**src/rtl/rtc_bus_pkg.sv**
```systemverilog
// Shared definitions for the RTC parallel-bus write sequencer.
// Contents: bus widths, default phase timings, and the write FSM state type.
// Related build macro: RTC_BUS_WAIT_EN (used by rtc_bus_writer, not referenced here).
package rtc_bus_pkg;

    localparam int unsigned RTC_ADDR_W = 8;
    localparam int unsigned RTC_DATA_W = 8;

    // Default phase lengths in clk cycles.
    localparam int unsigned T_SETUP_DEF  = 2;
    localparam int unsigned T_STROBE_DEF = 4;
    localparam int unsigned T_HOLD_DEF   = 2;
    localparam int unsigned T_GAP_DEF    = 3;

    typedef enum logic [3:0] {
        StIdle,
        StAddrSetup,
        StAddrStrobe,
        StAddrHold,
        StGap,
        StDataSetup,
        StDataStrobe,
        StDataHold,
        StDone
    } wr_state_e;

endpackage

```
**src/rtl/rtc_bus_writer_phase_timer.sv**
```systemverilog
// Loadable down-counter that times each bus phase.
// Ports:
//   clk, rst  - clock, synchronous active-high reset
//   load      - load load_val this edge (takes priority over counting)
//   load_val  - initial count, i.e. phase length minus one
//   expired   - count has reached zero
module rtc_bus_writer_phase_timer #(
    parameter int unsigned CNT_W = 4
) (
    input  logic             clk,
    input  logic             rst,
    input  logic             load,
    input  logic [CNT_W-1:0] load_val,
    output logic             expired
);

    logic [CNT_W-1:0] cnt_q;

    always_ff @(posedge clk) begin
        if (rst) begin
            cnt_q <= '0;
        end else if (load) begin
            cnt_q <= load_val;
        end else if (cnt_q != '0) begin
            cnt_q <= cnt_q - CNT_W'(1);
        end
    end

    assign expired = (cnt_q == '0);

endmodule

```
**src/rtl/rtc_bus_writer.sv**
```systemverilog
// Write-side sequencer for the multiplexed address/data RTC bus.
// One accepted (addr, data) request produces an address bus cycle, a gap with
// cs_n high, then a data bus cycle, each with setup/strobe/hold timing.
// All outputs are decoded from registered state and captured registers only.
// Ports:
//   clk, rst      - clock, synchronous active-high reset
//   bus_wait_n    - (only with RTC_BUS_WAIT_EN) low stretches the write strobe
//   start         - request, sampled only while idle
//   addr, data    - request payload, captured on accept
//   ad_out, ad_oe - AD bus value and its tri-state enable
//   ad_sel        - 0 address cycle, 1 data cycle
//   cs_n, wr_n    - chip select and write strobe, active low
//   rd_n          - read strobe, always inactive here
//   busy, done    - busy from accept through completion; done is a 1-cycle pulse
// Build macro: RTC_BUS_WAIT_EN adds the bus_wait_n strobe-extension input.
module rtc_bus_writer
    import rtc_bus_pkg::*;
#(
    parameter int unsigned T_SETUP  = T_SETUP_DEF,
    parameter int unsigned T_STROBE = T_STROBE_DEF,
    parameter int unsigned T_HOLD   = T_HOLD_DEF,
    parameter int unsigned T_GAP    = T_GAP_DEF,
    parameter int unsigned CNT_W    = 4
) (
    input  logic                  clk,
    input  logic                  rst,
`ifdef RTC_BUS_WAIT_EN
    input  logic                  bus_wait_n,
`endif
    input  logic                  start,
    input  logic [RTC_ADDR_W-1:0] addr,
    input  logic [RTC_DATA_W-1:0] data,
    output logic [7:0]            ad_out,
    output logic                  ad_oe,
    output logic                  ad_sel,
    output logic                  cs_n,
    output logic                  wr_n,
    output logic                  rd_n,
    output logic                  busy,
    output logic                  done
);

    localparam logic [CNT_W-1:0] LdSetup  = CNT_W'(T_SETUP - 1);
    localparam logic [CNT_W-1:0] LdStrobe = CNT_W'(T_STROBE - 1);
    localparam logic [CNT_W-1:0] LdHold   = CNT_W'(T_HOLD - 1);
    localparam logic [CNT_W-1:0] LdGap    = CNT_W'(T_GAP - 1);

    wr_state_e             state_q, state_d;
    logic [RTC_ADDR_W-1:0] addr_q;
    logic [RTC_DATA_W-1:0] data_q;
    logic                  accept;
    logic                  load;
    logic [CNT_W-1:0]      load_val;
    logic                  expired;
    logic                  strobe_go;

    assign accept = (state_q == StIdle) && start;

    // A strobe only ends once its count has run out and the RTC is not stalling.
`ifdef RTC_BUS_WAIT_EN
    assign strobe_go = expired && bus_wait_n;
`else
    assign strobe_go = expired;
`endif

    rtc_bus_writer_phase_timer #(
        .CNT_W(CNT_W)
    ) u_timer (
        .clk     (clk),
        .rst     (rst),
        .load    (load),
        .load_val(load_val),
        .expired (expired)
    );

    always_ff @(posedge clk) begin
        if (rst) begin
            state_q <= StIdle;
            addr_q  <= '0;
            data_q  <= '0;
        end else begin
            state_q <= state_d;
            if (accept) begin
                addr_q <= addr;
                data_q <= data;
            end
        end
    end

    // Next state and timer reload; each timed state reloads the counter on exit.
    always_comb begin
        state_d  = state_q;
        load     = 1'b0;
        load_val = '0;
        unique case (state_q)
            StIdle: begin
                if (start) begin
                    state_d  = StAddrSetup;
                    load     = 1'b1;
                    load_val = LdSetup;
                end
            end
            StAddrSetup: begin
                if (expired) begin
                    state_d  = StAddrStrobe;
                    load     = 1'b1;
                    load_val = LdStrobe;
                end
            end
            StAddrStrobe: begin
                if (strobe_go) begin
                    state_d  = StAddrHold;
                    load     = 1'b1;
                    load_val = LdHold;
                end
            end
            StAddrHold: begin
                if (expired) begin
                    state_d  = StGap;
                    load     = 1'b1;
                    load_val = LdGap;
                end
            end
            StGap: begin
                if (expired) begin
                    state_d  = StDataSetup;
                    load     = 1'b1;
                    load_val = LdSetup;
                end
            end
            StDataSetup: begin
                if (expired) begin
                    state_d  = StDataStrobe;
                    load     = 1'b1;
                    load_val = LdStrobe;
                end
            end
            StDataStrobe: begin
                if (strobe_go) begin
                    state_d  = StDataHold;
                    load     = 1'b1;
                    load_val = LdHold;
                end
            end
            StDataHold: begin
                if (expired) begin
                    state_d = StDone;
                end
            end
            StDone: begin
                state_d = StIdle;
            end
            default: begin
                state_d = StIdle;
            end
        endcase
    end

    // Moore output decode.
    always_comb begin
        ad_out = '0;
        ad_oe  = 1'b0;
        ad_sel = 1'b0;
        cs_n   = 1'b1;
        wr_n   = 1'b1;
        rd_n   = 1'b1;
        busy   = (state_q != StIdle);
        done   = (state_q == StDone);
        unique case (state_q)
            StAddrSetup, StAddrStrobe, StAddrHold: begin
                ad_out = addr_q;
                ad_oe  = 1'b1;
                cs_n   = 1'b0;
                wr_n   = (state_q != StAddrStrobe);
            end
            StDataSetup, StDataStrobe, StDataHold: begin
                ad_out = data_q;
                ad_oe  = 1'b1;
                ad_sel = 1'b1;
                cs_n   = 1'b0;
                wr_n   = (state_q != StDataStrobe);
            end
            default: begin
            end
        endcase
    end

endmodule
```
**config.mk**
```make
export PLATFORM = sky130hd
export DESIGN_NAME = rtc_bus_writer
export DESIGN_NICKNAME = d
export VERILOG_FILES = /design/src/rtl/rtc_bus_pkg.sv /design/src/rtl/rtc_bus_writer_phase_timer.sv /design/src/rtl/rtc_bus_writer.sv
export SDC_FILE = /design/constraint.sdc
export NUM_CORES = 1
export LEC_CHECK = 0
export CORE_AREA = 2 2 72 74
export CTS_CLUSTER_DIAMETER = 30
export DETAILED_ROUTE_END_ITERATION = 12
export DIE_AREA = 0 0 74 76
export PLACE_DENSITY_LB_ADDON = 0.25
export SLEW_MARGIN = 20
export SYNTH_ARGS = -nofsm -noshare
export SYNTH_HDL_FRONTEND = slang
export SYNTH_SLANG_ARGS = --single-unit
```
**constraint.sdc**
```tcl
create_clock -name clk -period 2.1 [get_ports clk]
set_input_delay 0.21 -clock clk [delete_from_list [all_inputs] [get_ports clk]]
set_output_delay 0.21 -clock clk [all_outputs]
set_load 0.005 [all_outputs]
```
==> Yosys cells after proc, flatten, opt, wreduce, memory -nomap -nowiden <==
Index checks and enable logic that the tools add are counted.
{ "op_classes": {"add_sub_neg": 1, "n_mux": 24, "eq_ne": 18, "reduce_logical": 13} }
{ "op_table": {"columns": ["cell", "count"], "rows": [
  ["$mux 4", 10],
  ["$pmux 4 s8", 1],
  ["$eq 4x3->1 const B", 4],
  ["$ne 2x2->1 const B", 8],
  ["$pmux 8 s2", 1],
  ["$reduce_or 6->1", 2],
  ["$reduce_or 3->1", 3],
  ["$eq 4x2->1 const B", 2],
  ["$logic_not 4->1", 2],
  ["$pmux 2 s4", 1],
  ["$reduce_and 8->1", 1],
  ["$reduce_bool 4->1", 2],
  ["$mux 1", 7],
  ["$eq 4x1->1 const B", 1],
  ["$eq 4x4->1 const B", 1],
  ["$mux 2", 2],
  ["$ne 4x2->1 const B", 1],
  ["$ne 4x3->1 const B", 1],
  ["$pmux 1 s2", 2],
  ["$sub 4x1->4 const B", 1],
  ["$reduce_bool 2->1", 1],
  ["$reduce_or 2->1", 1],
  ["$logic_and 1x1->1", 1]
]} }
{ "word_totals": {"word_cells": 60, "in_bits": 19, "reg_bits": 24, "out_inout_bits": 15} }

==> Depth between registers and ports, before layout <==
{ "logic_depth": {"depth_word": 4, "ltp_mapped": 6, "ltp_nobuf": 6} }

==> By module <==
Synthesis repeated with hierarchy kept, for this count alone.
{ "hier_totals": {"cells_unflattened": 156, "area_unflattened_um2": 1262.5} }
{ "by_module_without_submodules": {"columns": ["mod", "cells_per_inst", "n_inst", "seq_area_each_um2", "area_each_um2"], "rows": [
  ["rtc_bus_writer", 132, 1, 400.4, 1033.5],
  ["rtc_bus_writer_phase_timer", 24, 1, 80.1, 229.0]
]} }

==> Least setup slack after synthesis <==
OpenSTA, ideal clock, no wires.
{ "synth_timing": {"kind": "register to register", "start": "register u_timer.cnt_q[0]", "end": "register state_q[0]", "setup_ns": 0.103, "n_path_buf": 0, "arrival_time_ns": 1.410, "setup_slack_ns": 0.586, "required_time_ns": 1.997, "path_stages_with_launch": 7, "synth_period_minus_slack_ns": 1.514, "path_cell_list": "dfxtp_1 -> inv_1 -> ha_1 -> or3b_4 -> nor2_1 -> a211oi_1 -> a2111oi_2"} }
{ "synth_between": {"elab_chain_cells": 3, "word_cells_on_any_way": 9, "classes_between": "eq/ne (7); reduce/logical (2)"} }
{ "synth_lines": {"columns": ["item", "line", "rtl"], "rows": [
  ["from (decl)", "rtc_bus_writer_phase_timer.sv:17", "logic [CNT_W-1:0] cnt_q;"],
  ["from (signal assigned)", "rtc_bus_writer_phase_timer.sv:23", "cnt_q <= load_val;"],
  ["from (signal assigned)", "rtc_bus_writer_phase_timer.sv:25", "cnt_q <= cnt_q - CNT_W'(1);"],
  ["$logic_not 4->1 *", "rtc_bus_writer_phase_timer.sv:29", "assign expired = (cnt_q == '0);"],
  ["$ne 2x2->1 (no line)", null, null],
  ["$reduce_and 8->1 (no line) *", null, null],
  ["to (signal assigned)", "rtc_bus_writer.sv:78", "state_q <= StIdle;"],
  ["to (signal assigned)", "rtc_bus_writer.sv:82", "state_q <= state_d;"],
  ["to (decl)", "rtc_bus_writer.sv:48", "wr_state_e state_q, state_d;"]
]} }
Every way passes the cells marked *; elsewhere a longest branch is shown, timed or not.
A chain may end at the register's enable or synchronous reset.

==> Worst setup path in the final report <==
{ "layout_timing": {"start": "register state_q[0]", "end": "output ad_out[5]"} }
{ "layout_between": {"elab_chain_cells": 3, "word_cells_on_any_way": 9, "classes_between": "eq/ne (6); mux (1); reduce/logical (2)"} }
{ "layout_lines": {"columns": ["item", "line", "rtl"], "rows": [
  ["$eq 4x3->1 (tied with other cells)", "rtc_bus_writer.sv:169", "unique case (state_q)"],
  ["$reduce_or 3->1", "rtc_bus_writer.sv:169", null],
  ["$pmux 8 s2 *", "rtc_bus_writer.sv:169", null],
  ["to (decl)", "rtc_bus_writer.sv:33", "output logic [7:0] ad_out,"]
]} }
Marks and branches as above.

==> impl_metrics.json <==
{
  "dr.pass1.iters": 4,
  "worst_ep_arrival_time_ns": 1.79,
  "fillers": 528,
  "holdCritPathClass": "register to register",
  "ir_drop_uv": 362.0,
  "quantity_of_hold_fixing_buffers_added_after_cts": 0,
  "fp-row-count": 26,
  "floorplan.die.height_um": 76,
  "yosysWarnings": 0,
  "routabilityCongestion": 0.8142,
  "place.port_buffers": 32,
  "synthSimpleGateAreaFrac_pct": 27.59,
  "ctsRootBufferMaster": "sky130_fd_sc_hd__clkbuf_8",
  "synth_top_family_by_area": "simple AND/OR/NAND/NOR gates",
  "avgRoutedWirePerCell_um": 11.29,
  "post_route_antenna_net_violation_count": 0,
  "cts.clk_slew.worst_paths_ns": 0.09,
  "max_h_tree_level": 1,
  "yosysMostFrequentCell": "sky130_fd_sc_hd__nand2_1",
  "post_synth_instance_area_sq_um": 1170,
  "synthTopCellsByCount": "sky130_fd_sc_hd__nand2_1, sky130_fd_sc_hd__dfxtp_1, sky130_fd_sc_hd__a21oi_1",
  "post-cts-setup-buffer-count": 0,
  "clk_path_buf_depth": 2,
  "worstSetupStartpointType": "register",
  "final.hold.worst_slack_ns": 0.4572,
  "postSynthRegisterBits": 24,
  "synth_sequential_area_ratio_pct": 41.07,
  "final_critical_period_ns": 2.002,
  "placeableCoreArea_sq_um": 4912,
  "dpl.cell_count": 245,
  "critPathKind": "register to output pin",
  "totalNegativeSetupSlack_ns": 0,
  "finish.instance_area_sq_um": 1655,
  "first_global_vias": 1015,
  "start_util_pct": 23.82,
  "num_io_pins": 34,
  "grt_max_degree": 17,
  "synth_enable_flop_cells": 0,
  "finalClockSkew_ns": 0.004946,
  "post-route-util_pct": 33.70,
  "die_area_sq_um": 5624,
  "grt_antenna_before_repair": 0,
  "final.period_utilization_pct": 95.32,
  "synth_async_sr_flop_share_pct": 0,
  "yosys_top_cell_by_area": "sky130_fd_sc_hd__dfxtp_1",
  "dpl-instance-area_sq_um": 1575,
  "cap_violations": 0,
  "dieWidth_um": 74,
  "drt_first_iter_violations": 54,
  "total_power_mw": 1.811,
  "tritoncts": "done",
  "netlist_instances": 148,
  "final.setup.worst_slack_ns": 0.09833,
  "placement.setup.worst_slack_ns": 0.2248,
  "postRouteWirelength_mm": 2.812,
  "synth_fp_nets": 168,
  "report.final.hold_viol_count": 0,
  "layout-drive-gt1-share_pct": 11.17,
  "power-per-cell-area_nw_per_um2": 1094,
  "count_of_pins_over_their_slew_limit": 0,
  "layout.cells.non_filler": 249,
  "grt_setup_unrepaired": "false",
  "synth_top_area_share_pct": 41.07,
  "p_leak_nw": 0.5758,
  "cp_data_required_time_ns": 1.89,
  "route.detailed.vias_per_inst": 4.257,
  "max_freq_ghz": 0.4996,
  "post_synth_num_cell_types": 31,
  "antenna_cells_inserted": 0,
  "post_synth_mux_area_share_pct": 6.845,
  "area_growth_pct": 41.50,
  "worstPathMaxFanout": 11,
  "synth_adder_area_share_pct": 1.070,
  "synth-xor-area-share_pct": 2.995,
  "cp-end-kind": "output pin",
  "run_status": "finished, final reports clean",
  "layout.nets": 200,
  "drc": 0,
  "gr-total-overflow": 0,
  "track_usage_pct": 10.54,
  "synth_compound_area_share_pct": 13.37,
  "clock-sinks": 24,
  "report.final.setup_viol": 0,
  "clk_latency_ns": 0.26,
  "cts_buffer_count": 3,
  "via_count": 1060,
  "syn-mean-instance-area_sq_um": 7.905,
  "first_pass_grt_wire_length_mm": 4.650,
  "dpl.hpwl_mm": 2.116,
  "dominantRegCellSynth": "sky130_fd_sc_hd__dfxtp_1",
  "synth.area.top_cells": "sky130_fd_sc_hd__dfxtp_1, sky130_fd_sc_hd__nand2_1, sky130_fd_sc_hd__a21oi_1, sky130_fd_sc_hd__mux2i_1, sky130_fd_sc_hd__nor2_1"
}
[path summary, 6_finish.rpt]
| kind | startpoint | endpoint | slack [ns] | depth (start not counted) |
|---|---|---|---|---|
| max | state_q[0] | ad_out[5] | 0.1 | 5 |
| max reg2reg | u_timer.cnt_q[0] | state_q[0] | 0.45 | 6 |
| min reg2reg | data_q[2] | data_q[2] | 0.46 | 2 |
| min | data_q[2] | data_q[2] | 0.46 | 2 |
[state kept, by name, summed over array words and instances, names as in the netlist]
signal         cells
data_q             8
u_timer.cnt_q      4
addr_q             8
state_q            4
[cell families after synthesis]
kind of cell,after synthesis
AOI/OAI and AO/OA,25
xor gates and xnor gates,4
DFF,24
buffers and inverters,16
and+or+nand+nor,69
muxes,8
adders and majority gates,1
other,1
[repair_timing]
action | CTS | global route
gates resized for setup | 2 | 3
setup endpoints to repair | 9 | 7
gates cloned | 0 | 0
[layout make-up]
| class | count | area, sq um | area share, % |
|---|---|---|---|
| Tap cell | 70 | 87.58 | 5.291 |
| Clock buffer | 3 | 41.29 | 2.494 |
| Clock inverter | 1 | 30.03 | 1.814 |
| Multi-Input combinational cell | 108 | 610.6 | 36.89 |
| Sequential cell | 24 | 489.2 | 29.55 |
| Timing Repair Buffer | 38 | 377.9 | 22.83 |
| Inverter | 5 | 18.77 | 1.134 |
[critical path: stages (launching register included)]
cell and delay, ns:
sky130_fd_sc_hd__dfxtp_4 0.42, sky130_fd_sc_hd__nor2_1 0.08, sky130_fd_sc_hd__nor2_1 0.19, sky130_fd_sc_hd__inv_2 0.15, sky130_fd_sc_hd__nor2_1 0.16, sky130_fd_sc_hd__clkdlybuf4s50_1 0.52
[routing by layer]
layer | global-route usage (%) | up-vias | share of wire (%)
met1 | 14.32 | 476 | 50
met2 | 16.07 | 20 | 44
met4 | 4.364 | 0 | 1.6
li1 | - | 560 | -
met5 | 0 | - | 0
met3 | 2.116 | 4 | 3.3
[placed cells by master, fill, tap and decap left out, types with 2 or more instances in the layout]
cell / Yosys / layout
sky130_fd_sc_hd__nor4_2: 2 / 2
sky130_fd_sc_hd__buf_4: 2 / 5
sky130_fd_sc_hd__clkdlybuf4s50_1: 0 / 32
sky130_fd_sc_hd__nor3_1: 5 / 5
sky130_fd_sc_hd__nand2_1: 36 / 36
sky130_fd_sc_hd__nor4_1: 4 / 4
sky130_fd_sc_hd__clkbuf_8: 0 / 3
sky130_fd_sc_hd__mux2i_1: 8 / 8
sky130_fd_sc_hd__dfxtp_1: 24 / 21
sky130_fd_sc_hd__dfxtp_4: 0 / 2
sky130_fd_sc_hd__a21oi_1: 18 / 18
sky130_fd_sc_hd__nor2_1: 16 / 16
sky130_fd_sc_hd__inv_1: 4 / 4
sky130_fd_sc_hd__xnor2_1: 3 / 3
[report_power, final]
part           internal [mW]  total, mW  switching, mW  leakage (nW)
combinational          0.387      0.759          0.372         0.341
sequential             0.556      0.652         0.0957         0.199
clock                  0.255      0.400          0.146        0.0357
(Power assumes the default switching activity.)
